$ cat src/rtl/any1_memseq.sv
// any1_memseq: ANY-1 load/store bus sequencer with split, align and extend; optional ANY1_MEMSEQ_TIMEOUT_EN bus timeout
module any1_memseq #(
  parameter int AWID = 32,
  parameter int TMO_CYCLES = 255
) (
  input  logic            rst,
  input  logic            clk,
  input  logic            req,
  output logic            rdy,
  input  logic            we,
  input  logic [1:0]      size,
  input  logic            zx,
  input  logic [AWID-1:0] ea,
  input  logic [63:0]     st_data,
  output logic            done,
  output logic [63:0]     ld_data,
  output logic            err,
  output logic            cyc_o,
  output logic            stb_o,
  output logic            we_o,
  output logic [7:0]      sel_o,
  output logic [AWID-1:0] adr_o,
  output logic [63:0]     dat_o,
  input  logic            ack_i,
  input  logic            err_i,
  input  logic [63:0]     dat_i
);
  typedef enum logic [2:0] {IDLE, ACC1, GAP, ACC2, FIN} state_t;
  state_t state_q, state_d;
  logic we_q, we_d, zx_q, zx_d, rdy_q, rdy_d, cyc_q, cyc_d, bwe_q, bwe_d, done_q, done_d, err_q, err_d;
  logic [1:0] size_q, size_d;
  logic [2:0] off_q, off_d;
  logic [7:0] sel_q, sel_d, sel_hi_q, sel_hi_d, bm;
  logic [AWID-1:0] adr_q, adr_d;
  logic [63:0] dat_q, dat_d, dat_hi_q, dat_hi_d, lo_q, lo_d, ld_q, ld_d, wm;
  logic [15:0] m;
  logic [127:0] d;
  logic tmo_hit;
  assign rdy     = rdy_q;
  assign done    = done_q;
  assign err     = err_q;
  assign ld_data = ld_q;
  assign cyc_o   = cyc_q;
  assign stb_o   = cyc_q;
  assign we_o    = bwe_q;
  assign sel_o   = sel_q;
  assign adr_o   = adr_q;
  assign dat_o   = dat_q;
  // Shift the raw two-beat window down to the access offset, then sign- or zero-extend from the access width
  function automatic logic [63:0] extend(input logic [127:0] raw, input logic [2:0] off, input logic [1:0] sz, input logic z);
    logic [63:0] r;
    r = 64'(raw >> {off, 3'b000});
    return sz == 2'd0 ? {{56{~z & r[7]}}, r[7:0]} :
           sz == 2'd1 ? {{48{~z & r[15]}}, r[15:0]} :
           sz == 2'd2 ? {{32{~z & r[31]}}, r[31:0]} : r;
  endfunction
  // Byte-lane mask and store data for the incoming request, spanning two 8-byte beats
  always_comb begin
    bm = size == 2'd0 ? 8'h01 : size == 2'd1 ? 8'h03 : size == 2'd2 ? 8'h0F : 8'hFF;
    wm = (64'd1 << (7'd8 << size)) - 64'd1;
    m  = {8'h00, bm} << ea[2:0];
    d  = {64'h0, st_data & wm} << {ea[2:0], 3'b000};
  end
`ifdef ANY1_MEMSEQ_TIMEOUT_EN
  logic [31:0] tmo_q, tmo_d;
  logic in_acc;
  // Count stalled bus cycles; outside an access the counter sits at zero so every entry starts fresh
  always_comb begin
    in_acc  = state_q == ACC1 || state_q == ACC2;
    tmo_d   = in_acc && !ack_i && !err_i ? tmo_q + 32'd1 : 32'd0;
    tmo_hit = in_acc && !ack_i && !err_i && tmo_q == 32'(TMO_CYCLES - 1);
  end
  // Timeout counter register
  always_ff @(posedge clk or posedge rst)
    if (rst) tmo_q <= 32'd0;
    else tmo_q <= tmo_d;
`else
  if (TMO_CYCLES < 1) begin : g_tmo_unused
  end
  assign tmo_hit = 1'b0;
`endif
  // Sequencer next state and next registered bus/pipeline outputs
  always_comb begin
    state_d = state_q; we_d = we_q; zx_d = zx_q; size_d = size_q; off_d = off_q;
    adr_d = adr_q; sel_d = sel_q; dat_d = dat_q; sel_hi_d = sel_hi_q; dat_hi_d = dat_hi_q;
    lo_d = lo_q; rdy_d = rdy_q; cyc_d = cyc_q; bwe_d = bwe_q; done_d = 1'b0; err_d = err_q; ld_d = ld_q;
    case (state_q)
      IDLE: if (req) begin
        state_d = ACC1; we_d = we; zx_d = zx; size_d = size; off_d = ea[2:0];
        adr_d = {ea[AWID-1:3], 3'b000}; sel_d = m[7:0]; dat_d = d[63:0];
        sel_hi_d = m[15:8]; dat_hi_d = d[127:64];
        rdy_d = 1'b0; cyc_d = 1'b1; bwe_d = we; err_d = 1'b0;
      end
      ACC1, ACC2: if (err_i || tmo_hit) begin
        state_d = FIN; done_d = 1'b1; err_d = 1'b1; cyc_d = 1'b0; bwe_d = 1'b0; sel_d = 8'h00;
      end else if (ack_i) begin
        cyc_d = 1'b0; bwe_d = 1'b0; sel_d = 8'h00;
        if (state_q == ACC1 && sel_hi_q != 8'h00) begin
          state_d = GAP; lo_d = dat_i;
        end else begin
          state_d = FIN; done_d = 1'b1;
          ld_d = we_q ? ld_q : extend(state_q == ACC1 ? {64'h0, dat_i} : {dat_i, lo_q}, off_q, size_q, zx_q);
        end
      end
      GAP: begin
        state_d = ACC2; adr_d = adr_q + AWID'(8); sel_d = sel_hi_q; dat_d = dat_hi_q;
        cyc_d = 1'b1; bwe_d = we_q;
      end
      FIN: begin
        state_d = IDLE; rdy_d = 1'b1;
      end
      default: state_d = IDLE;
    endcase
  end
  // State and output registers; reset drops any bus cycle in flight
  always_ff @(posedge clk or posedge rst)
    if (rst) begin
      state_q <= IDLE; we_q <= 1'b0; zx_q <= 1'b0; size_q <= 2'd0; off_q <= 3'd0;
      adr_q <= '0; sel_q <= 8'h00; dat_q <= 64'h0; sel_hi_q <= 8'h00; dat_hi_q <= 64'h0;
      lo_q <= 64'h0; rdy_q <= 1'b1; cyc_q <= 1'b0; bwe_q <= 1'b0; done_q <= 1'b0; err_q <= 1'b0; ld_q <= 64'h0;
    end else begin
      state_q <= state_d; we_q <= we_d; zx_q <= zx_d; size_q <= size_d; off_q <= off_d;
      adr_q <= adr_d; sel_q <= sel_d; dat_q <= dat_d; sel_hi_q <= sel_hi_d; dat_hi_q <= dat_hi_d;
      lo_q <= lo_d; rdy_q <= rdy_d; cyc_q <= cyc_d; bwe_q <= bwe_d; done_q <= done_d; err_q <= err_d; ld_q <= ld_d;
    end
endmodule
$ cat config.mk
export PLATFORM = sky130hd
export DESIGN_NAME = any1_memseq
export DESIGN_NICKNAME = d
export VERILOG_FILES = /design/src/rtl/any1_memseq.sv
export SDC_FILE = /design/constraint.sdc
export NUM_CORES = 1
export LEC_CHECK = 0
export CELL_PAD_IN_SITES_DETAIL_PLACEMENT = 1
export CELL_PAD_IN_SITES_GLOBAL_PLACEMENT = 1
export CORE_ASPECT_RATIO = 2
export CORE_MARGIN = 2
export CORE_UTILIZATION = 40
export CTS_CLUSTER_SIZE = 28
export DETAILED_ROUTE_END_ITERATION = 10
export PLACE_DENSITY = 0.88
export SKIP_CTS_REPAIR_TIMING = 1
export SYNTH_ARGS = -nofsm -noshare
export SYNTH_HDL_FRONTEND = slang
export SYNTH_SLANG_ARGS = --single-unit
$ cat constraint.sdc
create_clock -name clk -period 10.99 [get_ports clk]
set_clock_uncertainty 0.2 [all_clocks]
set_input_delay 1.099 -clock clk [delete_from_list [all_inputs] [get_ports clk]]
set_output_delay 1.099 -clock clk [all_outputs]
set_load 0.02 [all_outputs]
==> results.sh, run 1 <==
export IMPL_ys_warnings_count=0
export IMPL_ff2ff_path_depth=7
export IMPL_drc_errors=0
export IMPL_filler_cell_count=5117
export IMPL_post_drt_wl_per_cell_um=26.73
export IMPL_yosys_register_bits=307
export IMPL_coreArea_um2=46380
export IMPL_final_nets=2334
export IMPL_timing_critical_path_to_type="flip-flop"
export IMPL_cts_buffers_inserted=29
export IMPL_power_leakage_uw=0.009622
export IMPL_ratio_of_final_minimum_period_to_clock_period_pct=39.10
export IMPL_cts_path_max_buffers=3
export IMPL_die_area_um2=48630
export IMPL_slew_viols_final=0
export IMPL_viasPerCell=6.455
export IMPL_pwr_share_comb_pct=55.8
export IMPL_vias_in_the_first_global_route=18460
export IMPL_global_route_wire_length_before_repair_um=113900
export IMPL_numClockSinks=307
export IMPL_synth_seq_area_share_pct=41.06
export IMPL_final_number_of_setup_violating_endpoints=0
export IMPL_syn_inst=1944
export IMPL_grt_antenna_before_repair=2
export IMPL_post_synth_instance_area_um2=18710
export IMPL_timing_final_ws_setup_ns=6.693
export IMPL_p_per_area_nw_per_um2=304.0
export IMPL_start_kind="flip-flop"
export IMPL_crit_path_max_fanout=76
export IMPL_period_minus_slack_ns=4.297
export IMPL_drive_gt1_share_pct=11.77
export IMPL_clock_tree_root_cell="clkbuf_16"
export IMPL_final_hold_viol_count=0
export IMPL_die_w_um=156.9
export IMPL_initial_utilization_pct=40.34
export IMPL_clock_latency_ns=0.59
export IMPL_post_route_util_pct=50.33
export IMPL_max_cap_viols=0
export IMPL_tightestPinTransition_ns=1.157
export IMPL_async_flop_share_pct=100.0
export IMPL_cp_data_required_time_ns=11.31
export IMPL_worst_slew_margin_rel_pct=22.25
export IMPL_tns_ns=0
export IMPL_min_delay_path_class="flip-flop to flip-flop"
export IMPL_worstHoldPathCells=2
export IMPL_grt_ovfl_total=0
export IMPL_synth_edff_count=0
export IMPL_synth_cell_type_count=79
export IMPL_postLayoutCellArea_um2=23350
export IMPL_htreeDepth=1
export IMPL_clock_tree_from_tritoncts="done"
export IMPL_dp_worst_setup_slack_ns=6.494
export IMPL_grt_setup_unrepaired="false"
export IMPL_grt_max_degree=103
export IMPL_clk_transition_reported_paths_ns=0.07
export IMPL_ios=343
export IMPL_vias_after_detailed_routing=18140
export IMPL_first_iter_violations=2013
export IMPL_worst_hold_slack_ns=0.2760
export IMPL_synth_area_per_cell_um2=9.626
export IMPL_drt_pass1_iter_count=8
export IMPL_power_switching_share_pct=45.62
export IMPL_num_rows=112
export IMPL_place_congestion=0.9418
export IMPL_max_clock_freq_mhz=232.7
export IMPL_route_antenna_remaining_nets=0
export IMPL_power_frac_seq_pct=29.3
export IMPL_detailed_place_area_um2=22380
export IMPL_synth_main_ff_cell="dfrtp_1"
export IMPL_area_growth_pct=24.76
export IMPL_vdd_ir_drop_worst_v=0.0001767
export IMPL_port_buffers=339
export IMPL_clock_power_share_pct=14.9
export IMPL_finalWirelength_um=75150
export IMPL_dp_final_hpwl_um=53360
export IMPL_switching_power_uw=3238
export IMPL_p_int_uw=3860
export IMPL_cp_data_arrival_time_ns=4.61
export IMPL_status="finished clean"
export IMPL_die_h_um=309.9
export IMPL_globalRouteTotalUtil_pct=30.29
export IMPL_timing_worst_setup_path_type="flip-flop to flip-flop"
layout by cell type, fill, tap and decap left out, types with 7 or more instances in the layout:
| cell type | instances |
|---|---|
| a21oi_1 | 66 |
| mux2_2 | 102 |
| a221o_1 | 41 |
| o211ai_1 | 10 |
| mux4_2 | 48 |
| buf_4 | 33 |
| nor2_1 | 93 |
| a22o_1 | 26 |
| dfrtp_1 | 304 |
| a31oi_1 | 21 |
| o22ai_1 | 20 |
| inv_1 | 32 |
| a32oi_1 | 9 |
| a221oi_1 | 7 |
| o21ai_0 | 176 |
| o22a_1 | 25 |
| and2_1 | 11 |
| a211oi_1 | 20 |
| a32o_1 | 8 |
| nand3b_1 | 9 |
| nand2b_1 | 8 |
| and3_1 | 9 |
| a21boi_0 | 9 |
| a211o_1 | 8 |
| clkbuf_8 | 8 |
| a311oi_1 | 7 |
| nor3_1 | 34 |
| nand2_1 | 293 |
| o2bb2ai_1 | 15 |
| nor4_1 | 11 |
| mux2i_1 | 116 |
| clkbuf_16 | 29 |
| a22oi_1 | 38 |
| o311ai_0 | 7 |
| a222oi_1 | 32 |
| nand3_1 | 46 |
| clkdlybuf4s50_1 | 336 |
routing by layer:
| layer | GRT usage [%] | up-vias | wire length [um] |
|---|---|---|---|
| met2 | 46.89 | 1028 | 34200 |
| met5 | 0 | - | 13 |
| met3 | 5.657 | 194 | 6364 |
| met1 | 42.37 | 9160 | 31470 |
| met4 | 10.88 | 2 | 3098 |
| li1 | - | 7760 | - |
registers in the layout, summed over array words and instances (netlist names):
name / count
we_q: 1
state_q: 3
done: 1
err: 1
rdy: 1
adr_o: 29
dat_hi_q: 56
dat_o: 64
lo_q: 64
ld_data: 64
off_q: 3
sel_o: 8
size_q: 2
we_o: 1
cyc_o: 1
zx_q: 1
sel_hi_q: 7
area by class of cell:
type	instances	area, um2	area share, %
Antenna cell	1	2.502	0.01072
Clock buffer	41	850.8	3.644
Clock inverter	9	108.9	0.4663
Inverter	36	142.6	0.6110
Multi-Input combinational cell	1419	10150	43.46
Sequential cell	307	7689	32.93
Tap cell	627	784.5	3.360
Timing Repair Buffer	371	3621	15.51
power by group through the flow:
| stage | logic (uW) | registers [uW] | clock network (uW) |
|---|---|---|---|
| detailed placement | 3880 | 2090 | 0 |
| finish | 3960 | 2080 | 1060 |
| global placement | 3750 | 2060 | 0 |
| floorplan | 2170 | 2240 | 0 |
| global route | 4200 | 2140 | 1120 |
| CTS | 3910 | 2070 | 1070 |
cells in the mapped netlist, drive strengths merged (7+ instances only):
cell     count  share of area [%]
nand3       46                1.2
a22oi       38                1.5
mux2i      116                6.2
a22o        26                1.2
buf         66                1.8
a222oi      32                1.7
clkbuf     118                2.4
o22a        25                1.2
inv         34               0.68
o2bb2ai     15               0.70
a311oi       7               0.33
o311ai       7               0.33
nor2        94                1.9
nor4        11               0.37
a32o         8               0.43
nor3        36               0.99
mux4        48                5.8
o21ai      180                4.8
a31oi       21               0.70
nand3b       9               0.36
nand2b       8               0.27
a221oi       7               0.33
a211oi      20               0.80
o22ai       20               0.67
a221o       41                2.2
mux2       102                6.1
and2        13               0.43
a21boi       9               0.36
a211o        8               0.37
a32oi        9               0.42
and3         9               0.30
a21oi       68                1.9
o211ai      11               0.47
nand2      295                5.9
dfrtp      306                 41
through the flow:
| step | std cells | power [uW] |
|---|---|---|
| after global routing | 2811 | 7454 |
| after global placement | 2760 | 5809 |
| after floorplan | 1946 | 4410 |
| after detailed placement | 2760 | 5963 |
| after CTS | 2810 | 7064 |
| final | 2811 | 7098 |
cells by family (layout without fill, tap and decap cells):
family | Yosys count | count (layout) | share of synthesized area (%)
AO/OA/AOI/OAI | 592 | 592 | 22.39
XOR/XNOR | 2 | 2 | 0.09363
adder cells (fa/ha/maj) | 1 | 1 | 0.06685
buffers and inverters | 220 | 457 | 4.928
flip-flops | 307 | 307 | 41.06
multiplexers | 266 | 266 | 18.12
other | 1 | 4 | 0.02004
AND/OR/NAND/NOR | 555 | 555 | 13.33
critical path: stages, from the launching register on:
cell and delay [ns]:
dfrtp_1 0.77, or3b_4 0.24, buf_4 0.71, nand2_1 0.72, nor2_1 0.85, a221oi_1 0.34, nand2_1 0.18, a221o_1 0.15
final timing paths:
kind / startpoint / end / slack, ns
max: state_q[1] / ld_data[49] / 6.69
min: ld_data[6] / ld_data[6] / 0.28
max reg2reg: state_q[1] / ld_data[49] / 6.69
min reg2reg: ld_data[6] / ld_data[6] / 0.28
max in group asynchronous: rst / off_q[1] / 8.22
min in group asynchronous: rst / sel_o[6] / 0.85
No activity file was read; power rests on OpenSTA's default activity.
==> run 2: changes to the inputs <==
==> constraint.sdc (replaced) <==
create_clock -name clk -period 4.4 [get_ports clk]
set_clock_uncertainty 0.2 [all_clocks]
set_input_delay 0.44 -clock clk [delete_from_list [all_inputs] [get_ports clk]]
set_output_delay 0.44 -clock clk [all_outputs]
set_load 0.02 [all_outputs]
==> run 2 against run 1 <==
Against the previous run: non-clock buffer count rose by 19; cell count up 0.85%; register-to-register slack worse by 6.0 ns; worst setup slack got worse by 6.0 ns; via count is 0.15% higher; power increased to 2.6 times the previous value; wire length rose by 1.8%; first-iteration DRC count is 1.1% lower; hold slack lost 0.27 ns; count of clock-buffer cells in the layout decreased by 6; critical endpoint is now ld_data[54]; largest cell class unchanged.
==> results.sh, run 2 (synthesis results as in run 1) <==
export IMPL_status="finished clean"
export IMPL_clock_latency_ns=0.63
export IMPL_num_antenna_cells=0
export IMPL_cts_path_max_buffers=3
export IMPL_max_cap_viols=0
export IMPL_drive_gt1_share_pct=12.82
export IMPL_power_frac_seq_pct=28.7
export IMPL_timing_rr_end="ld_data[54]"
export IMPL_num_rows=112
export IMPL_period_minus_slack_ns=3.696
export IMPL_clk_transition_reported_paths_ns=0.08
export IMPL_timing_critical_path_to_type="flip-flop"
export IMPL_place_congestion=0.9800
export IMPL_port_buffers=339
export IMPL_ratio_of_final_minimum_period_to_clock_period_pct=84.00
export IMPL_die_area_um2=48630
export IMPL_grt_antenna_before_repair=1
export IMPL_final_hold_viol_count=0
export IMPL_finalWirelength_um=76540
export IMPL_grt_setup_unrepaired="false"
export IMPL_filler_cell_count=5136
export IMPL_power_leakage_uw=0.009809
export IMPL_crit_path_max_fanout=57
export IMPL_slew_viols_final=0
export IMPL_ff2ff_path_depth=7
export IMPL_start_kind="flip-flop"
export IMPL_clock_tree_root_cell="clkbuf_16"
export IMPL_switching_power_uw=8235
export IMPL_dp_final_hpwl_um=54560
export IMPL_p_per_area_nw_per_um2=768.9
export IMPL_first_iter_violations=1990
export IMPL_timing_worst_setup_path_type="flip-flop to flip-flop"
export IMPL_coreArea_um2=46380
export IMPL_pwr_share_comb_pct=54.4
export IMPL_ios=343
export IMPL_tns_ns=0
export IMPL_cp_data_arrival_time_ns=3.99
export IMPL_numClockSinks=307
export IMPL_route_antenna_remaining_nets=0
export IMPL_htreeDepth=1
export IMPL_regToRegSetupSlack_ns=0.70
export IMPL_die_w_um=156.9
export IMPL_post_route_util_pct=51.19
export IMPL_clock_tree_from_tritoncts="done"
export IMPL_grt_ovfl_total=0
export IMPL_final_common_cell="clkdlybuf4s50_1"
export IMPL_r2r_start="state_q[1]"
export IMPL_max_clock_freq_mhz=270.6
export IMPL_vias_after_detailed_routing=18170
export IMPL_viasPerCell=6.410
export IMPL_final_number_of_setup_violating_endpoints=0
export IMPL_final_nets=2354
export IMPL_globalRouteTotalUtil_pct=31.03
export IMPL_mostFrequentLayoutCells="clkdlybuf4s50_1, dfrtp_1, nand2_1"
export IMPL_global_route_wire_length_before_repair_um=116400
export IMPL_min_delay_path_class="input port to asynchronous set/reset pin"
export IMPL_grt_max_degree=141
export IMPL_die_h_um=309.9
export IMPL_vias_in_the_first_global_route=18520
export IMPL_drc_errors=0
export IMPL_tightestPinTransition_ns=1.001
export IMPL_area_growth_pct=26.89
export IMPL_vdd_ir_drop_worst_v=0.0004653
export IMPL_initial_utilization_pct=40.34
export IMPL_clock_power_share_pct=16.9
export IMPL_post_drt_wl_per_cell_um=27.00
export IMPL_cp_data_required_time_ns=4.69
export IMPL_worst_slew_margin_rel_pct=32.66
export IMPL_cts_buffers_inserted=30
export IMPL_power_switching_share_pct=45.11
export IMPL_p_int_uw=10020
export IMPL_drt_pass1_iter_count=8
## run 2: cell types whose count changed in the layout (fill, tap and decap cells not counted), sizes merged, moves of 2 or more
cell,change
bufinv,+6
clkinvlp,+5
clkinv,+3
clkbuf,-6
inv,-2
buf,+19
## run 2: routing by layer
layer	vias to the layer above	share of wire, %	GRT usage (%)
met2	950	45	46.87
met5	-	0.016	0
met4	2	3.6	11.05
li1	7809	-	-
met1	9257	43	44.69
met3	153	8.7	5.434
## run 2: power groups by stage
stage               Clock, uW  Combinational (uW)  Sequential [uW]
detailed placement          0                9770             5240
global route             3210               10600             5380
global placement            0                9540             5180
floorplan                   0                5420             5590
CTS                      3120                9820             5210
finish                   3080                9940             5240
## run 2: worst max-delay path, cell delays in order (launching register included)
cell and delay (ns):
dfrtp_1 0.63, nor3b_2 0.69, buf_12 0.38, mux2i_1 0.60, o22ai_1 0.21, a221oi_1 0.33
nand2_1 0.15, a221o_1 0.34
## run 2: stage by stage
stage	worst slack, ns	power (uW)	hold slack (ns)	instances	area (um2)
5_1_grt	0.4834	19160	0.02885	2835	23750
4_1_cts	0.7953	18160	-0.006349	2835	23750
3_5_place_dp	0.8271	15010	0.2614	2779	22600
6_report	0.7040	18260	0.003139	2835	23750
3_3_place_gp	0.8911	14720	0.2536	2779	22600
2_1_floorplan	-0.3241	11020	0.2488	1946	18720
## run 2: layout make-up
cell class	count	area, um2	area share (%)
Multi-Input combinational cell	1419	10150	42.73
Sequential cell	307	7689	32.38
Timing Repair Buffer	390	3839	16.17
Clock buffer	35	789.5	3.325
Tap cell	627	784.5	3.304
Clock inverter	21	357.8	1.507
Inverter	36	138.9	0.5849
## run 2: worst max-delay path by stage
stage                        endpoint  slack, ns       start
after global placement    ld_data[25]       0.89  state_q[1]
final                     ld_data[54]       0.70  state_q[1]
after floorplan             adr_o[10]      -0.32         rst
after global routing      ld_data[54]       0.48  state_q[1]
after CTS                 ld_data[25]       0.80  state_q[1]
after detailed placement  ld_data[25]       0.83  state_q[1]
==> run 3: changes to the inputs <==
==> constraint.sdc (replaced) <==
create_clock -name clk -period 3.6 [get_ports clk]
set_clock_uncertainty 0.2 [all_clocks]
set_input_delay 0.36 -clock clk [delete_from_list [all_inputs] [get_ports clk]]
set_output_delay 0.36 -clock clk [all_outputs]
set_load 0.02 [all_outputs]
==> run 3 against run 2 <==
Against the previous run: fmax increased by 12%; register-to-register slack worse by 0.40 ns; global-route usage decreased by 0.23 points; worst setup slack got worse by 0.40 ns; cell count up 0.81%; clock power up 9.4%; die area unchanged; combinational power rose by 27%; critical endpoint is now ld_data[21].
==> results.sh, run 3 (synthesis results as in run 1) <==
export IMPL_clk_transition_reported_paths_ns=0.07
export IMPL_route_antenna_remaining_nets=0
export IMPL_post_drt_wl_per_cell_um=26.59
export IMPL_clock_tree_root_cell="clkbuf_16"
export IMPL_final_number_of_setup_violating_endpoints=0
export IMPL_detail_route_wirelength_met1_um=31930
export IMPL_sum_of_internal_switching_and_leakage_power_uw=22230
export IMPL_area_growth_pct=27.67
export IMPL_tns_ns=0
export IMPL_dp_final_hpwl_um=54820
export IMPL_num_rows=112
export IMPL_grt_setup_unrepaired="false"
export IMPL_crit_path_cell_trace="buf_4 -> or3b_4 -> a2111oi_0 -> nor4_1 -> a311oi_1 -> buf_4 -> nor4_1 -> a211o_1"
export IMPL_ratio_of_final_minimum_period_to_clock_period_pct=91.45
export IMPL_final_common_cell="clkdlybuf4s50_1"
export IMPL_vdd_ir_drop_worst_v=0.0005997
export IMPL_filler_cell_count=5150
export IMPL_port_buffers=339
export IMPL_met3_wirelength_from_detailed_routing_um=6411
export IMPL_final_nets=2376
export IMPL_initial_utilization_pct=40.34
export IMPL_sequential_cell_area_um2=7689
export IMPL_numClockSinks=307
export IMPL_drive_gt1_share_pct=13.55
export IMPL_viasPerCell=6.364
export IMPL_crit_family="compound AO/OA/AOI/OAI gates"
export IMPL_wl_met2_um=34640
export IMPL_cts_buffers_inserted=30
export IMPL_crit_path_max_incr_delay_ns=0.80
export IMPL_htreeDepth=1
export IMPL_cts_path_max_buffers=3
export IMPL_power_leakage_uw=0.009915
export IMPL_die_h_um=309.9
export IMPL_grt_max_degree=106
export IMPL_critical_path_slowest_cell="a2111oi_0"
export IMPL_vias_after_detailed_routing=18190
export IMPL_p_per_area_nw_per_um2=930.3
export IMPL_coreArea_um2=46380
export IMPL_max_cap_viols=0
export IMPL_vias_in_the_first_global_route=18750
export IMPL_worst_slew_margin_rel_pct=44.88
export IMPL_globalRouteTotalUtil_pct=30.80
export IMPL_grt_ovfl_total=0
export IMPL_max_clock_freq_mhz=303.7
export IMPL_timing_critical_path_to_type="flip-flop"
export IMPL_clock_tree_from_tritoncts="done"
export IMPL_timing_worst_setup_path_type="flip-flop to flip-flop"
export IMPL_worst_hold_slack_ns=0.1463
export IMPL_place_congestion=0.9700
export IMPL_drt_pass1_iter_count=8
export IMPL_clock_latency_ns=0.59
export IMPL_status="finished clean"
export IMPL_crit_buf_inv=2
export IMPL_tightestPinTransition_ns=0.8060
export IMPL_start_kind="flip-flop"
export IMPL_dr_max_layer_used="met4"
export IMPL_die_w_um=156.9
export IMPL_grt_antenna_before_repair=3
export IMPL_global_route_wire_length_before_repair_um=115600
export IMPL_ios=343
export IMPL_first_iter_violations=1888
export IMPL_finalWirelength_um=76000
export IMPL_multiInputGateArea_um2=10150
export IMPL_cp_data_arrival_time_ns=3.58
export IMPL_min_delay_path_class="input port to flip-flop"
export IMPL_slew_viols_final=0
export IMPL_period_minus_slack_ns=3.292
export IMPL_drc_errors=0
export IMPL_cp_data_required_time_ns=3.89
export IMPL_crit_path_max_fanout=25
export IMPL_mostFrequentLayoutCells="clkdlybuf4s50_1, dfrtp_1, nand2_1"
export IMPL_die_area_um2=48630
export IMPL_final_hold_viol_count=0
run 3: cell types whose count changed in the layout (fill, tap and decap cells not counted), moves of 3 or more:
cell,before,now
buf_12,6,13
buf_4,46,60
bufinv_16,8,3
clkbuf_8,2,7
clkinv_2,3,6
clkinvlp_4,6,1
diode_2,0,3
run 3: where the power goes:
| group | total [uW] | internal [uW] | switching [uW] |
|---|---|---|---|
| logic | 12600 | 5340 | 7240 |
| clock network | 3370 | 1890 | 1480 |
| registers | 6280 | 4930 | 1350 |
run 3: tightest hold or removal path, stage by stage:
cell and delay [ns]:
buf_4 0.29, nand2_1 0.12, o21ai_0 0.07
run 3: path summary, 6_finish.rpt:
check                           slack (ns)       start           to  cells after the start
worst max-delay path                  0.31  state_q[2]  ld_data[21]                      8
worst max register to register        0.31  state_q[2]  ld_data[21]                      8
worst min-delay path                  0.15       ea[0]     off_q[0]                      3
worst min register to register        0.28  ld_data[7]   ld_data[7]                      2
max in group asynchronous             1.85         rst  ld_data[34]                      4
min in group asynchronous             0.44         rst     sel_o[2]                      3
run 3: cell type report:
type | count | share of cell area [%]
clock inverters | 14 | 0.7175
well taps | 627 | 3.284
multi-input cells | 1419 | 42.47
diodes | 3 | 0.03142
clock buffers | 40 | 3.593
inverters | 36 | 0.5813
repair buffers | 412 | 17.14
flip-flops and latches | 307 | 32.18
run 3: per-layer routing:
metal  GRT usage (%)  up-vias
met2           47.53      979
met5               0        -
met4           11.78        0
met1           43.02     9169
met3           5.559      169
li1                -     7870
run 3: stage by stage:
step                      cell area [um2]  setup slack (ns)  cells  utilization, %
after detailed placement            22840            0.3381   2800           49.25
after floorplan                     18720            -1.044   1946               -
after global routing                23890            0.1220   2858           51.51
after global placement              22840            0.3874   2800           49.25
final                               23890            0.3077   2858           51.51
after CTS                           23870            0.3275   2854           51.47
